[src/rtl/skewed_fifo_feeder_if.sv]
// Bundle between the skewed feeder and its environment: command handshake,
// per-channel FIFO heads/pops and the skewed west-edge output rows.
interface skewed_fifo_feeder_if #(
  parameter int WIDTH     = 16,
  parameter int NUM_CH    = 4,
  parameter int LEN_WIDTH = 8
);
  logic                      start;
  logic [LEN_WIDTH-1:0]      len;
  logic                      busy;
  logic                      done;
  logic [NUM_CH-1:0]         empty;
  logic [NUM_CH*WIDTH-1:0]   from_fifo;
  logic [NUM_CH-1:0]         r_en;
  logic [NUM_CH*WIDTH-1:0]   to_array;
  logic [NUM_CH-1:0]         valid_out;

  modport master (
    output start, len, empty, from_fifo,
    input  busy, done, r_en, to_array, valid_out
  );

  modport slave (
    input  start, len, empty, from_fifo,
    output busy, done, r_en, to_array, valid_out
  );
endinterface

[src/rtl/skewed_fifo_feeder.sv]
// Drains NUM_CH FWFT row FIFOs onto the systolic array west edge, channel c
// delayed by c cycles; a stall inserts a whole bubble row so the skew holds.
module skewed_fifo_feeder #(
  parameter int WIDTH     = 16,
  parameter int NUM_CH    = 4,
  parameter int LEN_WIDTH = 8
) (
  input logic                 clk,
  input logic                 rst,
  skewed_fifo_feeder_if.slave bus
);
  localparam int TW = LEN_WIDTH + $clog2(NUM_CH) + 1;
  localparam int DW = NUM_CH * WIDTH;

  typedef enum logic [0:0] {
    ST_IDLE = 1'b0,
    ST_RUN  = 1'b1
  } state_e;

  state_e               state_q, state_d;
  logic [TW-1:0]        t_q, t_d;
  logic [LEN_WIDTH-1:0] len_q, len_d;
  logic                 busy_q, busy_d;
  logic                 done_q, done_d;
  logic [DW-1:0]        to_array_q, to_array_d;
  logic [NUM_CH-1:0]    valid_q, valid_d;
  logic [NUM_CH-1:0]    active_s;
  logic [NUM_CH-1:0]    r_en_s;
  logic [TW-1:0]        len_ext_s;
  logic [TW-1:0]        t_last_s;
  logic                 stall_s;

  // Per-channel activity window at step t; any empty active FIFO stalls all.
  always_comb begin
    len_ext_s = TW'(len_q);
    t_last_s  = len_ext_s + TW'(NUM_CH) - TW'(2);
    for (int c = 0; c < NUM_CH; c++) begin
      active_s[c] = (t_q >= TW'(c)) && (t_q < (TW'(c) + len_ext_s));
    end
    stall_s = |(active_s & bus.empty);
  end

  // Command sequencing, pops and the next output row.
  always_comb begin
    state_d    = state_q;
    t_d        = t_q;
    len_d      = len_q;
    done_d     = 1'b0;
    to_array_d = {DW{1'b0}};
    valid_d    = {NUM_CH{1'b0}};
    r_en_s     = {NUM_CH{1'b0}};
    case (state_q)
      ST_IDLE: begin
        if (bus.start) begin
          if (bus.len != {LEN_WIDTH{1'b0}}) begin
            len_d   = bus.len;
            t_d     = {TW{1'b0}};
            state_d = ST_RUN;
          end else begin
            done_d  = 1'b1;
          end
        end else begin
          state_d = ST_IDLE;
        end
      end
      ST_RUN: begin
        if (!stall_s) begin
          r_en_s  = active_s;
          valid_d = active_s;
          for (int c = 0; c < NUM_CH; c++) begin
            to_array_d[c*WIDTH +: WIDTH] = active_s[c] ? bus.from_fifo[c*WIDTH +: WIDTH]
                                                       : {WIDTH{1'b0}};
          end
          if (t_q == t_last_s) begin
            state_d = ST_IDLE;
            done_d  = 1'b1;
          end else begin
            t_d = t_q + TW'(1);
          end
        end else begin
          t_d = t_q;
        end
      end
      default: begin
        state_d = ST_IDLE;
      end
    endcase
    busy_d = (state_d == ST_RUN);
  end

  // State and output registers; rst aborts a command without a done pulse.
  always_ff @(posedge clk) begin
    if (rst) begin
      state_q    <= ST_IDLE;
      t_q        <= {TW{1'b0}};
      len_q      <= {LEN_WIDTH{1'b0}};
      busy_q     <= 1'b0;
      done_q     <= 1'b0;
      to_array_q <= {DW{1'b0}};
      valid_q    <= {NUM_CH{1'b0}};
    end else begin
      state_q    <= state_d;
      t_q        <= t_d;
      len_q      <= len_d;
      busy_q     <= busy_d;
      done_q     <= done_d;
      to_array_q <= to_array_d;
      valid_q    <= valid_d;
    end
  end

  assign bus.r_en      = rst ? {NUM_CH{1'b0}} : r_en_s;
  assign bus.busy      = busy_q;
  assign bus.done      = done_q;
  assign bus.to_array  = to_array_q;
  assign bus.valid_out = valid_q;
endmodule

[src/flat_wrapper.sv]
// flat-port wrapper written by rule: the top's interface ports become plain ports
module skewed_fifo_feeder_flat 
#(
  parameter int WIDTH     = 16,
  parameter int NUM_CH    = 4,
  parameter int LEN_WIDTH = 8
)
  (clk, rst, bus_start, bus_len, bus_empty, bus_from_fifo, bus_busy, bus_done, bus_r_en, bus_to_array, bus_valid_out);
  skewed_fifo_feeder_if #(.WIDTH(WIDTH), .NUM_CH(NUM_CH), .LEN_WIDTH(LEN_WIDTH)) bus_i ();
  input logic clk;
  input logic rst;
  input wire logic [$bits(bus_i.start)-1:0] bus_start;
  input wire logic [$bits(bus_i.len)-1:0] bus_len;
  input wire logic [$bits(bus_i.empty)-1:0] bus_empty;
  input wire logic [$bits(bus_i.from_fifo)-1:0] bus_from_fifo;
  output wire logic [$bits(bus_i.busy)-1:0] bus_busy;
  output wire logic [$bits(bus_i.done)-1:0] bus_done;
  output wire logic [$bits(bus_i.r_en)-1:0] bus_r_en;
  output wire logic [$bits(bus_i.to_array)-1:0] bus_to_array;
  output wire logic [$bits(bus_i.valid_out)-1:0] bus_valid_out;
  assign bus_i.start = bus_start;
  assign bus_i.len = bus_len;
  assign bus_i.empty = bus_empty;
  assign bus_i.from_fifo = bus_from_fifo;
  assign bus_busy = bus_i.busy;
  assign bus_done = bus_i.done;
  assign bus_r_en = bus_i.r_en;
  assign bus_to_array = bus_i.to_array;
  assign bus_valid_out = bus_i.valid_out;
  skewed_fifo_feeder #(.WIDTH(WIDTH), .NUM_CH(NUM_CH), .LEN_WIDTH(LEN_WIDTH)) u_core (.clk(clk), .rst(rst), .bus(bus_i));
endmodule
[config.mk]
export PLATFORM = sky130hd
export DESIGN_NAME = skewed_fifo_feeder_flat
export DESIGN_NICKNAME = d
export VERILOG_FILES = /design/src/rtl/skewed_fifo_feeder_if.sv /design/src/rtl/skewed_fifo_feeder.sv /design/src/flat_wrapper.sv
export SDC_FILE = /design/constraint.sdc
export NUM_CORES = 1
export LEC_CHECK = 0
export BUFFER_PORTS_ARGS = -buffer_cell sky130_fd_sc_hd__buf_4
export CORE_MARGIN = 2
export CORE_UTILIZATION = 35
export DETAILED_ROUTE_END_ITERATION = 8
export SYNTH_ARGS = -nofsm -noshare
export SYNTH_HDL_FRONTEND = slang
export SYNTH_SLANG_ARGS = --single-unit
[constraint.sdc]
create_clock -name clk -period 5.3 [get_ports clk]
set_clock_uncertainty 0.15 [all_clocks]
set_input_delay 1.06 -clock clk [delete_from_list [all_inputs] [get_ports clk]]
set_output_delay 1.06 -clock clk [all_outputs]
set_load 0.005 [all_outputs]
==> run_results.csv, run 1 <==
group,metric,value,unit
outcome,status,"complete, no violations",
placement,routabilityCongestion,0.965,
setup_path,start_kind,"flip-flop",
timing,clock.fmax,200,MHz
min_path,min-delay-start,"u_core.t_q[10]",
routing,detail-route-antenna-nets,0,
cells_and_area,final_net_count,731,
pwr,power_leakage,2.64,nW
synth,yosys-top-cells-area,"dfxtp_1 41%, ha_1 12%, and2_1 9.1%",
routing,top_layer,"met4",
synth,ys_ff_latch,89,
global_route,grt_max_degree,22,
synth,syn_area_per_cell,9.71,um^2
synth,ys_types,64,
pwr,peakVddDrop,0.176,mV
synth,yosys.area.top_type,"dfxtp_1",
timing,setup_viol,0,
synth,synth_top_family_by_area,"simple AND/OR/NAND/NOR gates",
timing,drv_slew,0,
synth,synthesis.area,4390,um^2
routing,vias,3847,
placement,place_area,5660,um^2
synth,synthMuxAreaShare,1.60,%
floorplanning,coreArea,12100,um^2
timing,rsz0062_at_grt,"false",
floorplanning,rows,40,
routing,met2WireLength,6.10,mm
floorplanning,die_area,13400,um^2
placement,io_buffers,152,
synth,synth_compound_area_share,12.2,%
synth,synth_commonest_cells,"89 x dfxtp_1, 64 x and2_1, 42 x ha_1",
routing,wirelength,12.5,mm
setup_path,r2r.worst_path.cells,12,
cts,cts_tree,"built",
cts,path_clk_slew,0.07,ns
timing,hold_ws,0.436,ns
pwr,p_per_area,250,nW/um^2
synth,ys_seq_area_share,40.6,%
setup_path,setup.worst_path.start,"u_core.len_q[3]",
placement,dp_cells,763,
global_route,grt_pass1_wl,18.9,mm
setup_path,critical_path_class,"reg -> out",
placement,place_hpwl,9.82,mm
timing,fin_ws,0.294,ns
placement,dp_slack,0.385,ns
cells_and_area,stdcell_count,783,
floorplanning,io_pins,153,
timing,timing.setup.tns,0,ns
setup_path,required,4.09,ns
setup_path,crit_path_end_kind,"primary output",
cells_and_area,syn2layout_area_growth,37.1,%
timing,worst_pin_slew,1.23,ns
synth,synth_enable_flop_cells,0,
synth,netlist_instances,452,
synth,synth_top_area_share,40.6,%
min_path,hold_depth,2,
cts,clock_latency,0.35,ns
routing,drc_errors,0,
routing,viasPerCell,4.91,
cells_and_area,diodes,0,
synth,yosys_warnings,0,
synth,synth.most_common_cell,"dfxtp_1",
timing,relSlewSlack,17.2,%
routing,wl_met3,1.03,mm
cts,cts_hold_buf,0,
timing,fin_crit_sh,94.4,%
synth,synthAdderAreaFrac,12.0,%
routing,drtIter0Drc,244,
routing,wl_per_cell,15.9,um
floorplanning,die_width,116,um
cts,cts-root-buf,"clkbuf_16",
floorplanning,die_h,116,um
run,drv_cap,0,
global_route,antenna_found_initial,0,
setup_path,arrival,3.80,ns
setup_path,path_max_fanout,18,
cts,htreeDepth,3,
synth,synth-async-reset-ratio,0,%
cts,cts_buffers,9,
cts,cts.sinks,89,
global_route,grt_pass1_vias,3655,
routing,dr.pass1.iters,4,
routing,wl_met1,5.13,mm
synth,synthXorXnorAreaFrac,5.39,%
synth,synth_ff_type,"dfxtp_1",
synth,synth_simple_gate_area_share,23.7,%
synth,syn-num-nets,573,
setup_path,reg2reg_from,"u_core.len_q[3]",
min_path,hold_path_class,"reg -> reg",
floorplanning,start_util,36.2,%
global_route,gr-total-overflow,0,
timing,post-route-min-period,5.01,ns
cts,clk_path_buf_depth,2,
cells_and_area,fin_area,6010,um^2
cells_and_area,drive_above_1_share,32.4,%
global_route,track_usage,18.4,%
timing,final_hold_viol_count,0,
==> placed cells by master (no fill, tap or decap), drive strengths merged, types with 5 or more instances in the layout <==
master,instances
nor2b,5
nand3,15
ha,42
and2,65
clkbuf,9
or3,9
xnor2,23
nand4,7
o21ai,16
inv,18
nor3,10
a2111oi,5
nand2,16
a211oi,5
a21oi,18
dfxtp,89
mux2i,7
nor2,26
buf,165
o211ai,5
==> critical path: stages, from the launching register on <==
cell and delay [ns]:
dfxtp_1 0.52, ha_2 0.37, nand2_1 0.14, nor3_1 0.21
xnor2_1 0.15, ha_1 0.28, a2111oi_1 0.49, a211oi_1 0.18
o32ai_1 0.41, nor3_2 0.08, nand2b_1 0.19, nor3_1 0.08
buf_4 0.20, buf_4 0.14
==> sequential cells by signal (all words and copies together) (netlist names) <==
name                  count
u_core.bus.to_array      64
u_core.t_q               11
u_core.len_q              8
u_core.bus.valid_out      4
u_core.bus.done           1
u_core.state_q            1
==> what timing repair did <==
action	4_1_cts	5_1_grt
pin swaps	0	1
endpoints found under the setup margin	1	4
gates resized for setup	1	4
cloned	0	0
buffers inserted	0	4
==> stage by stage <==
stage / total power, W / utilization, %
floorplan: 0.000807 / -
global placement: 0.000886 / 46.7
detailed placement: 0.000887 / 46.7
CTS: 0.00151 / 49.2
global route: 0.00157 / 49.6
finish: 0.00150 / 49.6
==> report_power, final <==
group	internal (W)	leakage [nW]	switching, W
Combinational	0.0000992	1.78	0.0000861
Sequential	0.000680	0.719	0.0000129
Clock	0.000331	0.139	0.000291
==> routing by layer <==
metal / up-vias / GRT usage, %
li1: 1910 / -
met1: 1755 / 22.5
met2: 161 / 30.7
met3: 21 / 6.43
met4: 0 / 5.56
met5: - / 0
==> area by class of cell <==
type	count	area [um^2]
fill	1165	6100
clock buffer	9	225
timing repair buffer	165	1250
multi-input combinational	331	2420
clock inverter	7	71.3
tap	168	210
inverter	14	52.6
sequential	89	1780
==> cells by family (layout without fill, tap and decap cells) <==
| logic type | count (synthesis) | after routing |
|---|---|---|
| AO/OA/AOI/OAI | 76 | 76 |
| buffers and inverters | 32 | 195 |
| XOR/XNOR | 27 | 27 |
| multiplexers | 7 | 7 |
| adder cells (fa/ha/maj) | 42 | 42 |
| AND/OR/NAND/NOR | 179 | 179 |
| flip-flops | 89 | 89 |
==> final timing paths <==
path	end	slack [ns]
min	u_core.t_q[10]	0.44
max reg2reg	u_core.t_q[3]	1.21
min reg2reg	u_core.t_q[10]	0.44
max	bus_r_en[3]	0.29
No activity file was read; power rests on OpenSTA's default activity.
==> run 2: changes to the inputs <==
Settings changed: REMOVE_ABC_BUFFERS set to 1.
==> run_results.csv, run 2 (synthesis gave the netlist of run 1 again) <==
group,metric,value,unit
outcome,status,"complete, no violations",
pwr,net-switching-power,0.000362,W
pwr,power.share.clock,40.7,%
cts,cts-root-buf,"clkbuf_16",
floorplanning,coreArea,12100,um^2
global_route,track_usage,16.9,%
placement,place_area,5630,um^2
routing,dr.pass1.iters,5,
global_route,grt_pass1_wl,17.6,mm
cts,clock_latency,0.34,ns
cells_and_area,fin_area,5950,um^2
timing,fin_crit_sh,95.1,%
timing,worst_pin_slew,1.22,ns
timing,clock.fmax,198,MHz
timing,hold_ws,0.426,ns
setup_path,critPathSlowestCell,"dfxtp_1",
cells_and_area,drive_above_1_share,31.8,%
floorplanning,die_h,116,um
setup_path,crit_path_end_kind,"primary output",
placement,place_hpwl,9.18,mm
pwr,peakVddDrop,0.172,mV
timing,setup_viol,0,
setup_path,max_stage_delay,0.52,ns
placement,io_buffers,152,
cells_and_area,layout_commonest_cell,"buf_4",
routing,detail-route-antenna-nets,0,
setup_path,required,4.09,ns
min_path,hold_path_class,"reg -> reg",
routing,drtIter0Drc,264,
setup_path,start_kind,"flip-flop",
cells_and_area,final_cell_mix,"160 x buf_4, 88 x dfxtp_1, 64 x and2_1",
cts,path_clk_slew,0.06,ns
cells_and_area,diodes,0,
setup_path,critical_path_class,"reg -> out",
floorplanning,io_pins,153,
timing,post-route-min-period,5.04,ns
floorplanning,rows,40,
timing,drv_slew,0,
cts,cts_tree,"built",
routing,wirelength,11.9,mm
global_route,gr-total-overflow,0,
cells_and_area,fillers,1145,
routing,drc_errors,0,
pwr,pwr-share-seq,47.1,%
cts,clk_path_buf_depth,2,
floorplanning,die_width,116,um
global_route,grt_pass1_vias,3428,
setup_path,crit_top_cell,"ha_1",
floorplanning,start_util,36.2,%
timing,relSlewSlack,17.8,%
setup_path,arrival,3.83,ns
global_route,antenna_found_initial,0,
pwr,power_leakage,2.60,nW
pwr,sw_frac_of_total,24.6,%
cts,cts_buffers,9,
cells_and_area,final_net_count,726,
run,drv_cap,0,
pwr,totalPowerFinal,0.00147,W
cts,htreeDepth,3,
pwr,p_per_area,247,nW/um^2
routing,vias,3829,
pwr,internal-power,0.00111,W
floorplanning,die_area,13400,um^2
pwr,share_comb_of_total_power,12.2,%
routing,viasPerCell,4.92,
placement,routabilityCongestion,0.922,
setup_path,path_cells,"inv_1 -> ha_1 -> a21oi_1 -> nor2_1 -> xnor2_1 -> ha_1 -> o21a_1 -> o211ai_1 -> a211oi_1 -> o32ai_1 -> nor3_2 -> nand2b_1 -> nor2_2 -> buf_4",
global_route,grt_max_degree,22,
cts,cts.sinks,89,
cells_and_area,syn2layout_area_growth,35.6,%
routing,wl_per_cell,15.2,um
setup_path,path_max_fanout,18,
timing,rsz0062_at_grt,"true",
cells_and_area,largest_reg_flops,64,
timing,final_hold_viol_count,0,
==> run 2: cell types whose count changed in the layout (fill, tap and decap cells not counted) <==
cell / previous run / this run
clkinvlp_4: 2 / 1
clkinv_8: 1 / 0
a2111oi_0: 2 / 3
clkbuf_1: 0 / 1
clkinv_2: 0 / 1
nor2_2: 0 / 1
buf_4: 164 / 160
a2111oi_1: 2 / 1
clkinv_4: 0 / 1
inv_8: 2 / 0
buf_12: 1 / 0
clkbuf_8: 0 / 1
nor2_1: 26 / 25
==> run 2: through the flow <==
stage	util, %	std cells	TNS (ns)	worst slack [ns]
floorplan	-	434	0	1.03
global placement	46.5	759	0	0.451
detailed placement	46.5	759	0	0.308
CTS	48.8	775	-0.167	-0.0862
global route	49.1	778	-0.164	-0.0814
finish	49.1	778	0	0.259
==> run 2: worst paths after layout <==
check	depth (start not counted)	to	from	slack, ns
worst max-delay path	14	bus_r_en[1]	u_core.len_q[1]	0.26
worst min-delay path	2	u_core.bus.done	u_core.state_q	0.43
worst max register to register	12	u_core.t_q[3]	u_core.len_q[3]	1.20
worst min register to register	2	u_core.bus.done	u_core.state_q	0.43
==> run 2: worst max-delay path: cells and delay by family (launching register included) <==
family | cells | cell delay [ns]
compound gates | 5 | 0.95
simple gates | 4 | 0.91
fa+ha+maj | 2 | 0.54
flops | 1 | 0.52
buf+inv | 2 | 0.43
xor+xnor | 1 | 0.14
==> run 2: timing repair <==
item                                    CTS  global route
pin swaps                                 0             1
resized for setup                         0             5
endpoints found under the setup margin    2             4
hold buffers                              0             0
buffers inserted                          0             3
==> run 2: final cells by class <==
class | count | area (um^2) | area share (%)
sequential | 89 | 1780 | 30.0
clock buffer | 11 | 243 | 4.08
clock inverter | 5 | 38.8 | 0.652
timing repair buffer | 160 | 1200 | 20.2
tap | 168 | 210 | 3.53
multi-input combinational | 331 | 2420 | 40.7
inverter | 14 | 52.6 | 0.883
==> run 2: layer usage <==
| layer | global-route usage, % | part of all wire, % |
|---|---|---|
| met1 | 21.4 | 43 |
| met5 | 0 | 0 |
| met2 | 27.8 | 47 |
| met4 | 6.11 | 2.2 |
| met3 | 4.60 | 7.8 |
==> run 2: power groups by stage <==
stage	combinational (W)	sequential [W]	clock, W
2_1_floorplan	0.0000886	0.000708	0
3_3_place_gp	0.000174	0.000707	0
5_1_grt	0.000198	0.000694	0.000649
3_5_place_dp	0.000175	0.000708	0
4_1_cts	0.000176	0.000692	0.000619
6_report	0.000180	0.000693	0.000599
==> run 3: changes to the inputs <==
Settings changed: CORE_MARGIN 2 to 5.
==> run_results.csv, run 3 (synthesis gave the netlist of run 1 again) <==
group,metric,value,unit
pwr,sw_frac_of_total,23.6,%
routing,viasPerCell,4.93,
placement,place_hpwl,9.84,mm
routing,drtIter0Drc,226,
cts,htreeDepth,3,
pwr,peakVddDrop,0.167,mV
global_route,gr-total-overflow,0,
cts,path_clk_slew,0.07,ns
cells_and_area,syn2layout_area_growth,36.7,%
cells_and_area,seq_area,1780,um^2
floorplanning,rows,40,
timing,fin_crit_sh,94.9,%
floorplanning,die_area,14900,um^2
pwr,power_leakage,2.63,nW
floorplanning,coreArea,12200,um^2
cells_and_area,largest_reg_flops,64,
placement,io_buffers,152,
cells_and_area,final_net_count,726,
pwr,share_comb_of_total_power,11.5,%
cts,cts.sinks,89,
setup_path,path_cells,"ha_2 -> nand2_1 -> nor3_1 -> xnor2_1 -> ha_1 -> a2111oi_0 -> a211oi_1 -> o32ai_1 -> nor3_2 -> nand2b_1 -> nor3_1 -> buf_4 -> buf_4",
placement,dp_slack,0.384,ns
timing,worst_pin_slew,1.22,ns
pwr,power.share.clock,44.2,%
timing,setup_viol,0,
setup_path,cp.buffers_inverters,2,
setup_path,max_stage_delay,0.58,ns
pwr,pwr-share-seq,44.3,%
cts,cts_buffers,9,
outcome,status,"complete, no violations",
timing,final_hold_viol_count,0,
routing,detail-route-antenna-nets,0,
run,drv_cap,0,
setup_path,arrival,3.82,ns
global_route,track_usage,16.3,%
floorplanning,die_h,122,um
global_route,grt_pass1_vias,3588,
routing,vias,3836,
timing,timing.setup.tns,0,ns
floorplanning,start_util,36.1,%
cells_and_area,diodes,0,
timing,drv_slew,0,
routing,wl_per_cell,16.1,um
timing,hold_ws,0.411,ns
placement,routabilityCongestion,0.906,
floorplanning,io_pins,153,
cells_and_area,fillers,1165,
placement,place_area,5630,um^2
cells_and_area,final_cell_mix,"160 x buf_4, 89 x dfxtp_1, 64 x and2_1",
cts,cts_tree,"built",
cts,cts-root-buf,"clkbuf_16",
timing,post-route-min-period,5.03,ns
cts,clk_path_buf_depth,2,
setup_path,cp_top_family,"compound AO/OA/AOI/OAI gates",
setup_path,path_max_fanout,18,
setup_path,critical_path_class,"reg -> out",
global_route,grt_pass1_wl,19.3,mm
pwr,net-switching-power,0.000370,W
cells_and_area,fin_area,5990,um^2
cells_and_area,drive_above_1_share,31.6,%
setup_path,start_kind,"flip-flop",
pwr,internal-power,0.00120,W
routing,dr.pass1.iters,5,
global_route,grt_max_degree,22,
routing,drc_errors,0,
timing,fin_ws,0.273,ns
pwr,p_per_area,261,nW/um^2
cts,clock_latency,0.33,ns
setup_path,crit_path_end_kind,"primary output",
global_route,antenna_found_initial,0,
cells_and_area,fin_util,49.3,%
timing,clock.fmax,199,MHz
min_path,hold_path_class,"reg -> reg",
cells_and_area,multi_input_area,2420,um^2
setup_path,required,4.09,ns
cells_and_area,layout_commonest_cell,"buf_4",
timing,rsz0062_at_grt,"false",
timing,relSlewSlack,17.9,%
routing,wirelength,12.5,mm
floorplanning,die_width,122,um
setup_path,critPathSlowestCell,"dfxtp_1",
run 3: cell count changes in the layout (fill, tap and decap cells not counted):
| cell | previous run | this run |
|---|---|---|
| bufinv_16 | 0 | 2 |
| a2111oi_0 | 3 | 2 |
| a2111oi_1 | 1 | 2 |
| clkbuf_1 | 1 | 0 |
| clkbuf_8 | 1 | 0 |
| clkinv_2 | 1 | 0 |
| clkinv_4 | 1 | 0 |
| dfxtp_1 | 88 | 89 |
| dfxtp_2 | 1 | 0 |
| inv_6 | 2 | 3 |
| inv_8 | 0 | 1 |
| nor2_1 | 25 | 26 |
| nor2_2 | 1 | 0 |
run 3: final cells by class:
| class | instances | area share, % |
|---|---|---|
| clock buffer | 9 | 3.76 |
| clock inverter | 7 | 1.75 |
| inverter | 14 | 0.877 |
| multi-input combinational | 331 | 40.3 |
| sequential | 89 | 29.7 |
| tap | 168 | 3.51 |
| timing repair buffer | 160 | 20.0 |
run 3: through the flow:
stage / total power, W / cells
2_1_floorplan: 0.000796 / 434
3_3_place_gp: 0.000883 / 759
3_5_place_dp: 0.000885 / 759
4_1_cts: 0.00158 / 775
5_1_grt: 0.00163 / 778
6_report: 0.00157 / 778
run 3: metal layers:
metal / up-vias / GRT usage (%) / wire, um
met3: 15 / 4.18 / 1200
li1: 1903 / - / -
met4: 0 / 4.62 / 137
met5: - / 0 / 0
met2: 160 / 27.1 / 5880
met1: 1758 / 21.0 / 5280
run 3: path summary, 6_finish.rpt:
| path | from | end | slack, ns | cells after the start |
|---|---|---|---|---|
| setup / recovery | u_core.len_q[2] | bus_r_en[3] | 0.27 | 13 |
| hold / removal | u_core.state_q | u_core.bus.done | 0.41 | 2 |
| setup reg to reg | u_core.len_q[2] | u_core.t_q[3] | 1.16 | 12 |
| hold reg to reg | u_core.state_q | u_core.bus.done | 0.41 | 2 |
run 3: timing repair:
action | CTS | global route
endpoints found under the setup margin | 1 | 4
hold buffers | 0 | 0
gates cloned | 0 | 0
pin swaps | 0 | 1
setup buffers | 0 | 3
resized for setup | 1 | 3
run 3: worst min-delay path, stage by stage (launching register included):
cell	delay, ns
dfxtp_1	0.34
a31oi_1	0.14
nor2_1	0.04
run 3: power groups by stage:
stage               Sequential (W)  Clock (W)  Combinational, W
finish                    0.000694   0.000693          0.000180
global route              0.000696   0.000739          0.000196
global placement          0.000709          0          0.000174
floorplan                 0.000708          0         0.0000886
CTS                       0.000694   0.000712          0.000178
detailed placement        0.000709          0          0.000176
